==> config.mk <==
export PLATFORM = sky130hd
export DESIGN_NAME = divider_seq
export DESIGN_NICKNAME = d
export VERILOG_FILES = /design/src/rtl/divider_seq_pkg.sv /design/src/rtl/divider_seq_div_step.sv /design/src/rtl/divider_seq.sv
export SDC_FILE = /design/constraint.sdc
export NUM_CORES = 1
export LEC_CHECK = 0
export ABC_AREA = 1
export BUFFER_PORTS_ARGS = -buffer_cell sky130_fd_sc_hd__buf_2
export CAP_MARGIN = 40
export CORE_ASPECT_RATIO = 0.7
export CORE_MARGIN = 8
export CORE_UTILIZATION = 58
export DETAILED_ROUTE_END_ITERATION = 8
export PLACE_DENSITY = 0.85
export REMOVE_ABC_BUFFERS = 1
export SETUP_SLACK_MARGIN = 0.15
export SYNTH_ARGS = -nofsm -noshare
export SYNTH_HDL_FRONTEND = slang
export SYNTH_SLANG_ARGS = --single-unit
==> constraint.sdc <==
create_clock -name clk -period 3.26 [get_ports clk]
set_clock_uncertainty 0.1 [all_clocks]
set_input_delay 0.163 -clock clk [delete_from_list [all_inputs] [get_ports clk]]
set_output_delay 0.163 -clock clk [all_outputs]
set_load 0.005 [all_outputs]
==> src/rtl/divider_seq_pkg.sv <==
// =============================================================================
// Module  : divider_seq_pkg
// Brief   : Shared ALU op codes, divider state encoding and width default.
// Revision: 1.0
// =============================================================================
`default_nettype none

package divider_seq_pkg;

    localparam int WIDTH_DEFAULT = 32;

    localparam logic [5:0] OP_DIVU = 6'd27;

    localparam logic [1:0] IDLE = 2'd0;
    localparam logic [1:0] CALC = 2'd1;
    localparam logic [1:0] DONE = 2'd2;

endpackage

`default_nettype wire

==> src/rtl/divider_seq_div_step.sv <==
// =============================================================================
// Module  : div_step
// Brief   : One combinational restoring-division step (WIDTH+1-bit subtract).
// Revision: 1.0
// =============================================================================
`default_nettype none

module div_step
    import divider_seq_pkg::*;
#(
    parameter int WIDTH = WIDTH_DEFAULT
) (
    input  logic [WIDTH-1:0] rem,
    input  logic             q_msb,
    input  logic [WIDTH-1:0] divisor,
    output logic [WIDTH-1:0] rem_next,
    output logic             q_bit
);

    logic [WIDTH:0] shifted;
    logic [WIDTH:0] diff;

    always_comb begin
        shifted = {rem, q_msb};
        diff    = shifted - {1'b0, divisor};
        // MSB clear means the trial subtraction did not underflow.
        q_bit   = ~diff[WIDTH];
        if (!diff[WIDTH]) begin
            rem_next = diff[WIDTH-1:0];
        end else begin
            rem_next = shifted[WIDTH-1:0];
        end
    end

endmodule

`default_nettype wire

==> src/rtl/divider_seq.sv <==
// =============================================================================
// Module  : divider_seq
// Brief   : Multi-cycle unsigned divider (DIVU); quotient to LO, remainder to HI.
// Revision: 1.0
// =============================================================================
`default_nettype none

module divider_seq
    import divider_seq_pkg::*;
#(
    parameter int         WIDTH     = WIDTH_DEFAULT,
    parameter logic [5:0] DIVU_CODE = OP_DIVU
) (
    input  logic             clk,
    input  logic             reset,
    input  logic             start,
    input  logic [5:0]       Signal,
    input  logic [WIDTH-1:0] dataA,
    input  logic [WIDTH-1:0] dataB,
    output logic             busy,
    output logic             done,
    output logic             div_zero,
    output logic [WIDTH-1:0] quotient,
    output logic [WIDTH-1:0] remainder
);

    localparam int CNT_W = (WIDTH > 1) ? $clog2(WIDTH) : 1;

    logic [1:0]       state_q,     state_d;
    logic [CNT_W-1:0] cnt_q,       cnt_d;
    logic [WIDTH-1:0] rem_q,       rem_d;
    logic [WIDTH-1:0] q_q,         q_d;
    logic [WIDTH-1:0] divisor_q,   divisor_d;
    logic             dz_work_q,   dz_work_d;
    logic [WIDTH-1:0] quotient_q,  quotient_d;
    logic [WIDTH-1:0] remainder_q, remainder_d;
    logic             div_zero_q,  div_zero_d;

    logic             accept;
    logic             load;
    logic [WIDTH-1:0] step_rem;
    logic             step_q;

    div_step #(
        .WIDTH (WIDTH)
    ) u_div_step (
        .rem      (rem_q),
        .q_msb    (q_q[WIDTH-1]),
        .divisor  (divisor_q),
        .rem_next (step_rem),
        .q_bit    (step_q)
    );

    assign accept = start && (Signal == DIVU_CODE);
    assign load   = accept && ((state_q == IDLE) || (state_q == DONE));

    always_ff @(posedge clk) begin
        if (!reset) begin
            state_q     <= IDLE;
            cnt_q       <= '0;
            rem_q       <= '0;
            q_q         <= '0;
            divisor_q   <= '0;
            dz_work_q   <= 1'b0;
            quotient_q  <= '0;
            remainder_q <= '0;
            div_zero_q  <= 1'b0;
        end else begin
            state_q     <= state_d;
            cnt_q       <= cnt_d;
            rem_q       <= rem_d;
            q_q         <= q_d;
            divisor_q   <= divisor_d;
            dz_work_q   <= dz_work_d;
            quotient_q  <= quotient_d;
            remainder_q <= remainder_d;
            div_zero_q  <= div_zero_d;
        end
    end

    always_comb begin
        state_d = state_q;
        case (state_q)
            IDLE:    if (accept) state_d = CALC;
            CALC:    if (cnt_q == '0) state_d = DONE;
            DONE:    state_d = accept ? CALC : IDLE;
            default: state_d = IDLE;
        endcase
    end

    always_comb begin
        busy = (state_q == CALC);
        done = (state_q == DONE);
    end

    // Datapath: operands latch only on accept; visible results move only on the last step.
    always_comb begin
        cnt_d       = cnt_q;
        rem_d       = rem_q;
        q_d         = q_q;
        divisor_d   = divisor_q;
        dz_work_d   = dz_work_q;
        quotient_d  = quotient_q;
        remainder_d = remainder_q;
        div_zero_d  = div_zero_q;
        if (load) begin
            q_d       = dataA;
            divisor_d = dataB;
            rem_d     = '0;
            cnt_d     = CNT_W'(WIDTH - 1);
            dz_work_d = (dataB == '0);
        end else if (state_q == CALC) begin
            rem_d = step_rem;
            q_d   = {q_q[WIDTH-2:0], step_q};
            cnt_d = cnt_q - CNT_W'(1);
            if (cnt_q == '0) begin
                quotient_d  = {q_q[WIDTH-2:0], step_q};
                remainder_d = step_rem;
                div_zero_d  = dz_work_q;
            end
        end
    end

    assign quotient  = quotient_q;
    assign remainder = remainder_q;
    assign div_zero  = div_zero_q;

endmodule

`default_nettype wire

Word-level counts from Yosys, hierarchy flattened:

Index checks and enable logic that the tools add are counted.

* $add $sub $neg: 2
* equality and inequality tests: 5
* muxes and demuxes: 9
* bitwise gates (word level): 3
* reduce and logical (&&, ||, !) cells: 10

Operators by type and width (number)
* $mux 32: 3
* $sub 33x32->33: 1
* $logic_not 32->1: 1
* $mux 5: 2
* $eq 6x5->1 const B: 1
* $pmux 2 s3: 1
* $logic_not 5->1: 1
* $sub 5x1->5 const B: 1
* $mux 2: 2
* $not 1->1: 3
* $reduce_and 3->1: 1
* $eq 2x1->1 const B: 1
* $eq 2x2->1 const B: 1
* $logic_and 1x1->1: 2
* $logic_not 2->1: 1
* $ne 2x1->1 const B: 1
* $ne 2x2->1 const B: 1
* $reduce_and 2->1: 1
* $reduce_bool 2->1: 1
* $reduce_or 2->1: 1
* $logic_or 1x1->1: 1
* $mux 1: 1

* bits in registers: 169
* logic and storage cells: 38

Longest topological paths before layout:

* word-level depth: 5
* depth in mapped cells: 20

By module:

From an unflattened synthesis, not the netlist that was laid out.

* cells, all modules: 1597
* area, all modules: 9845.7 µm²

Modules (own cells, without submodules)
* divider_seq: instances 1, cells an instance 917, area each 6695.2 µm²
* div_step: instances 1, cells an instance 680, area each 3150.5 µm²

Worst setup path after synthesis:

No wires, ideal clock.

* kind: register -> register
* start: reg q_q[31]
* end: reg rem_q[17]
* arrival time: 2.133 ns
* path slack: 0.918 ns
* cell stages (with the launch flop): 20
* clock period less this slack: 2.342 ns
* cells stage by stage: dfxtp_1 > inv_1 > ha_1 > fa_1 > inv_1 > nand2_1 > nand2_1 > nand3_1 > nand2_2 > nand2_2 > nand2_4 > nand2_4 > nand2_4 > nand2_4 > buf_4 > buf_6 > nand3_2 > nand3_1 > nand2_1 > inv_1

* word-level cells in the longest chain between the ends: 2

RTL lines
* start: declaration: line divider_seq.sv:32 `logic [WIDTH-1:0] q_q, q_d;`
* start signal: assignment: line divider_seq.sv:72 `q_q <= q_d;`
* $sub 33x32->33: line divider_seq_div_step.sv:25 `diff = shifted - {1'b0, divisor};`
* $mux 32: line divider_seq_div_step.sv:28 `if (!diff[WIDTH]) begin`
* end signal: assignment: line divider_seq.sv:71 `rem_q <= rem_d;`
* end: declaration: line divider_seq.sv:31 `logic [WIDTH-1:0] rem_q, rem_d;`

Every way passes these cells.
A chain may end at the register's enable or synchronous reset.

Worst setup path after layout:

* start: reg q_q[31]
* end: reg rem_q[20]

The elaborated chain is that of the path after synthesis.

==> load_flow_metrics.sql <==
INSERT INTO impl_metrics (metric_group, metric, value, unit) VALUES
('die', 'die_width', '171', 'um'),
('grt', 'grt_antenna_before_repair', '0', ''),
('sta', 'grt_setup_unrepaired', 'no', ''),
('routing', 'via_total_after_detailed_routing', '10173', ''),
('status', 'status', 'completed', ''),
('clocking', 'tritoncts.num_buffers', '17', ''),
('logic_synthesis', 'mean_area_per_synthesized_cell', '6.53', 'sq um'),
('routing', 'wire_per_inst', '15.7', 'um'),
('sta', 'report.final.setup_viol', '0', ''),
('die', 'initial_core_util', '59.6', '%'),
('critical_path', 'setup_slack_on_the_worst_flop_to_flop_path', '0.50', 'ns'),
('clocking', 'clkTransAtPathRegs', '0.07', 'ns'),
('logic_synthesis', 'synth_enable_flop_cells', '0', ''),
('sta', 'tightestPinTransition', '0.718', 'ns'),
('routing', 'drt_pre_antenna_iters', '6', ''),
('min_path', 'hold_path_depth', '3', ''),
('power_and_ir_drop', 'powerDensity', '384', 'mW/mm^2'),
('die', 'die-area', '0.0213', 'sq mm'),
('routing', 'drc', '0', ''),
('logic_synthesis', 'async_flop_share', '0', '%'),
('grt', 'vias_in_the_first_global_route', '9594', ''),
('clocking', 'cts-resized-gates', '0', ''),
('logic_synthesis', 'yosys_register_bits', '169', ''),
('clocking', 'clock_latency_late_sink', '0.44', 'ns'),
('clocking', 'tritoncts', 'built', ''),
('routing', 'postRouteWirelength', '29.9', 'mm'),
('logic_synthesis', 'prevailing_post_synth_register_cell', 'sky130_fd_sc_hd__dfxtp_1', ''),
('final_layout', 'final_core_utilization', '71.9', '%'),
('sta', 'fmax', '362', 'MHz'),
('routing', 'drt-initial-drc-count', '948', ''),
('min_path', 'whs_endpoint', 'divisor_q[23]', ''),
('critical_path', 'critical_r2r_capture', 'rem_q[20]', ''),
('place', 'io_buffer_count', '139', ''),
('power_and_ir_drop', 'leakage', '6.06', 'nW'),
('sta', 'slew_viol_final', '0', ''),
('place', 'post_dp_hpwl', '21.0', 'mm'),
('sta', 'finalCritPeriodShare', '84.8', '%'),
('place', 'dp.cells', '1813', ''),
('min_path', 'worstHoldStart', 'reset', ''),
('min_path', 'worst_hold_path_type', 'in -> reg', ''),
('grt', 'global_route.usage.total', '27.6', '%'),
('clocking', 'cts_sinks', '169', ''),
('clocking', 'cts_root_buffer', 'sky130_fd_sc_hd__clkbuf_16', ''),
('final_layout', 'ratio_of_cells_with_drive_above_1_in_the_final_layout', '13.4', '%'),
('final_layout', 'final_nets', '1779', ''),
('critical_path', 'worst-endpoint-arrival', '3.04', 'ns'),
('place', 'gp_congestion', '0.941', ''),
('grt', 'grt_overflow_total', '0', ''),
('final_layout', 'most-common-layout-cells', 'sky130_fd_sc_hd__nand2_1 (345), sky130_fd_sc_hd__inv_1 (269), sky130_fd_sc_hd__nor2_1 (176)', ''),
('routing', 'detail_route.vias_per_cell', '5.33', ''),
('logic_synthesis', 'synth_cell_types', '38', ''),
('sta', 'worst_hold_margin', '0.0276', 'ns'),
('critical_path', 'critical_path_peak_fanout', '29', ''),
('sta', 'timing.slew.headroom', '51.7', '%'),
('clocking', 'h_tree_lvl_count', '4', ''),
('clocking', 'cts_buffer_depth', '2', ''),
('logic_synthesis', 'seq_area_frac_synth', '34.6', '%'),
('power_and_ir_drop', 'power.ir.vdd_worst', '288', 'uV'),
('final_layout', 'final_common_cell', 'sky130_fd_sc_hd__nand2_1', ''),
('die', 'top_level_ports', '140', ''),
('critical_path', 'worstSetupEndpointType', 'flip-flop', ''),
('logic_synthesis', 'synth_area', '0.00978', 'sq mm'),
('critical_path', 'worst_endpoint_required_time', '3.54', 'ns'),
('die', 'placement_rows', '39', ''),
('place', 'dpl_worst_slack', '0.548', 'ns'),
('sta', 'finalWorstSetupSlack', '0.497', 'ns'),
('final_layout', 'final-instance-count-excl-fill', '1909', ''),
('grt', 'global_route_wire_length_before_repair', '48.0', 'mm'),
('sta', 'timing.final.crit_period', '2.76', 'ns'),
('critical_path', 'worst_r2r_startpoint', 'q_q[31]', ''),
('sta', 'final-hold-violation-count', '0', ''),
('final_layout', 'flow.area_growth_from_synthesis', '20.7', '%'),
('die', 'die_h', '125', 'um'),
('critical_path', 'setup.worst_path.start_class', 'flip-flop', ''),
('critical_path', 'worst-r2r-cell-count', '19', ''),
('run', 'maxcap_viol_count', '0', ''),
('logic_synthesis', 'yosysWarnings', '0', ''),
('logic_synthesis', 'postSynthCellCount', '1497', ''),
('grt', 'pin_count_of_the_biggest_net_entering_global_routing', '52', ''),
('routing', 'ant_nets', '0', ''),
('critical_path', 'critPathKind', 'reg -> reg', ''),
('die', 'floorplan.core_area', '0.0164', 'sq mm');
-- area by class of cell --
| cell class | instances | area (sq um) |
|---|---|---|
| Multi-Input combinational cell | 992 | 5080 |
| Inverter | 272 | 1020 |
| Clock inverter | 13 | 116 |
| Antenna cell | 1 | 2.50 |
| Timing Repair Buffer | 219 | 1480 |
| Sequential cell | 169 | 3380 |
| Tap cell | 225 | 282 |
| Fill cell | 1377 | 4600 |
| Clock buffer | 18 | 429 |
-- how the worst max path moves through the flow --
stage               slack (ns)      from            to  cells after the start
detailed placement        0.55   q_q[31]  remainder[8]                     19
floorplan                -2.22  cnt_q[0]      div_zero                      8
CTS                       0.53   q_q[31]  remainder[8]                     19
finish                    0.50   q_q[31]     rem_q[20]                     19
global route              0.34   q_q[31]      rem_q[5]                     19
global placement          0.71   q_q[31]  remainder[9]                     19
-- repair_timing --
item,CTS,global route
buffers inserted,0,0
hold endpoints to repair,65,0
endpoints found under the setup margin,0,0
hold buffers,64,0
-- per-stage QoR --
step	power (mW)	cell area, sq um	setup TNS, ns
after global routing	4.66	11800	0
after global placement	2.56	10600	0
after floorplan	2.39	9480	-112.46
after CTS	4.51	11800	0
after detailed placement	2.57	10600	0
final	4.53	11800	0
-- per-layer routing --
layer | GRT usage, % | vias to the layer above | part of all wire (%)
met5 | 0 | - | 0
met4 | 8.77 | 0 | 2.6
met3 | 5.98 | 62 | 8.7
met2 | 42.0 | 461 | 43
met1 | 38.2 | 4579 | 46
li1 | - | 5071 | -
-- synth_stat cells, types with 3 or more instances --
cell type                  instances  area share [%]
sky130_fd_sc_hd__nor4_1           12            0.77
sky130_fd_sc_hd__o21ai_0          69             3.5
sky130_fd_sc_hd__o21bai_1          6            0.46
sky130_fd_sc_hd__nand3_2          11             1.1
sky130_fd_sc_hd__xor2_1           14             1.3
sky130_fd_sc_hd__nand2_2           5            0.32
sky130_fd_sc_hd__nand3_1         120             6.1
sky130_fd_sc_hd__nand4_1          10            0.64
sky130_fd_sc_hd__dfxtp_1         169              35
sky130_fd_sc_hd__o211ai_1          3            0.23
sky130_fd_sc_hd__and2_1            3            0.19
sky130_fd_sc_hd__nor2_1          177             6.8
sky130_fd_sc_hd__nand2_1         346              13
sky130_fd_sc_hd__o21a_1           33             2.5
sky130_fd_sc_hd__buf_2             9            0.46
sky130_fd_sc_hd__buf_1            11            0.42
sky130_fd_sc_hd__nor3_1            9            0.46
sky130_fd_sc_hd__a221oi_1         29             2.6
sky130_fd_sc_hd__ha_1             34             4.4
sky130_fd_sc_hd__buf_6             4            0.46
sky130_fd_sc_hd__a21oi_1          82             4.2
sky130_fd_sc_hd__inv_1           270              10
sky130_fd_sc_hd__clkbuf_1         38             1.5
sky130_fd_sc_hd__nand2_4          15             1.7
-- worst max-delay path, cell delays in order, from the launching register on --
cell and delay [ns]:
sky130_fd_sc_hd__dfxtp_1 0.34, sky130_fd_sc_hd__inv_1 0.07, sky130_fd_sc_hd__ha_1 0.21, sky130_fd_sc_hd__fa_1 0.40, sky130_fd_sc_hd__inv_1 0.10, sky130_fd_sc_hd__nand2_1 0.05, sky130_fd_sc_hd__nand2_1 0.07, sky130_fd_sc_hd__nand3_1 0.07
sky130_fd_sc_hd__nand2_2 0.12, sky130_fd_sc_hd__nand2_2 0.07, sky130_fd_sc_hd__nand2_4 0.08, sky130_fd_sc_hd__nand2_4 0.06, sky130_fd_sc_hd__nand2_4 0.07, sky130_fd_sc_hd__nand2_4 0.17, sky130_fd_sc_hd__nand2_4 0.13, sky130_fd_sc_hd__buf_12 0.22
sky130_fd_sc_hd__nand2_1 0.13, sky130_fd_sc_hd__nand3_1 0.10, sky130_fd_sc_hd__nand2_1 0.05, sky130_fd_sc_hd__inv_1 0.05
-- logic make-up (layout without fill, tap and decap cells) --
| family | after synthesis | count (layout) | share of synthesized area (%) |
|---|---|---|---|
| compound gates | 229 | 229 | 14.2 |
| xor+xnor | 15 | 15 | 1.34 |
| fa+ha+maj | 35 | 35 | 4.56 |
| buf+inv | 336 | 522 | 13.5 |
| flops | 169 | 169 | 34.6 |
| other cells | 0 | 1 | 0 |
| simple gates | 713 | 713 | 31.8 |
-- report_power, final --
| group | switching, mW | leakage (nW) | internal (mW) |
|---|---|---|---|
| sequential | 0.00238 | 1.36 | 2.07 |
| combinational | 0.331 | 4.46 | 0.200 |
| clock | 0.936 | 0.247 | 0.992 |
-- flip-flops by register name, indices dropped and copies added, names as in the netlist --
name / cells
q_q: 32
remainder: 32
dz_work_q: 1
div_zero: 1
state_q: 2
cnt_q: 5
rem_q: 32
quotient: 32
divisor_q: 32
Power figures use the tool's default switching activity.
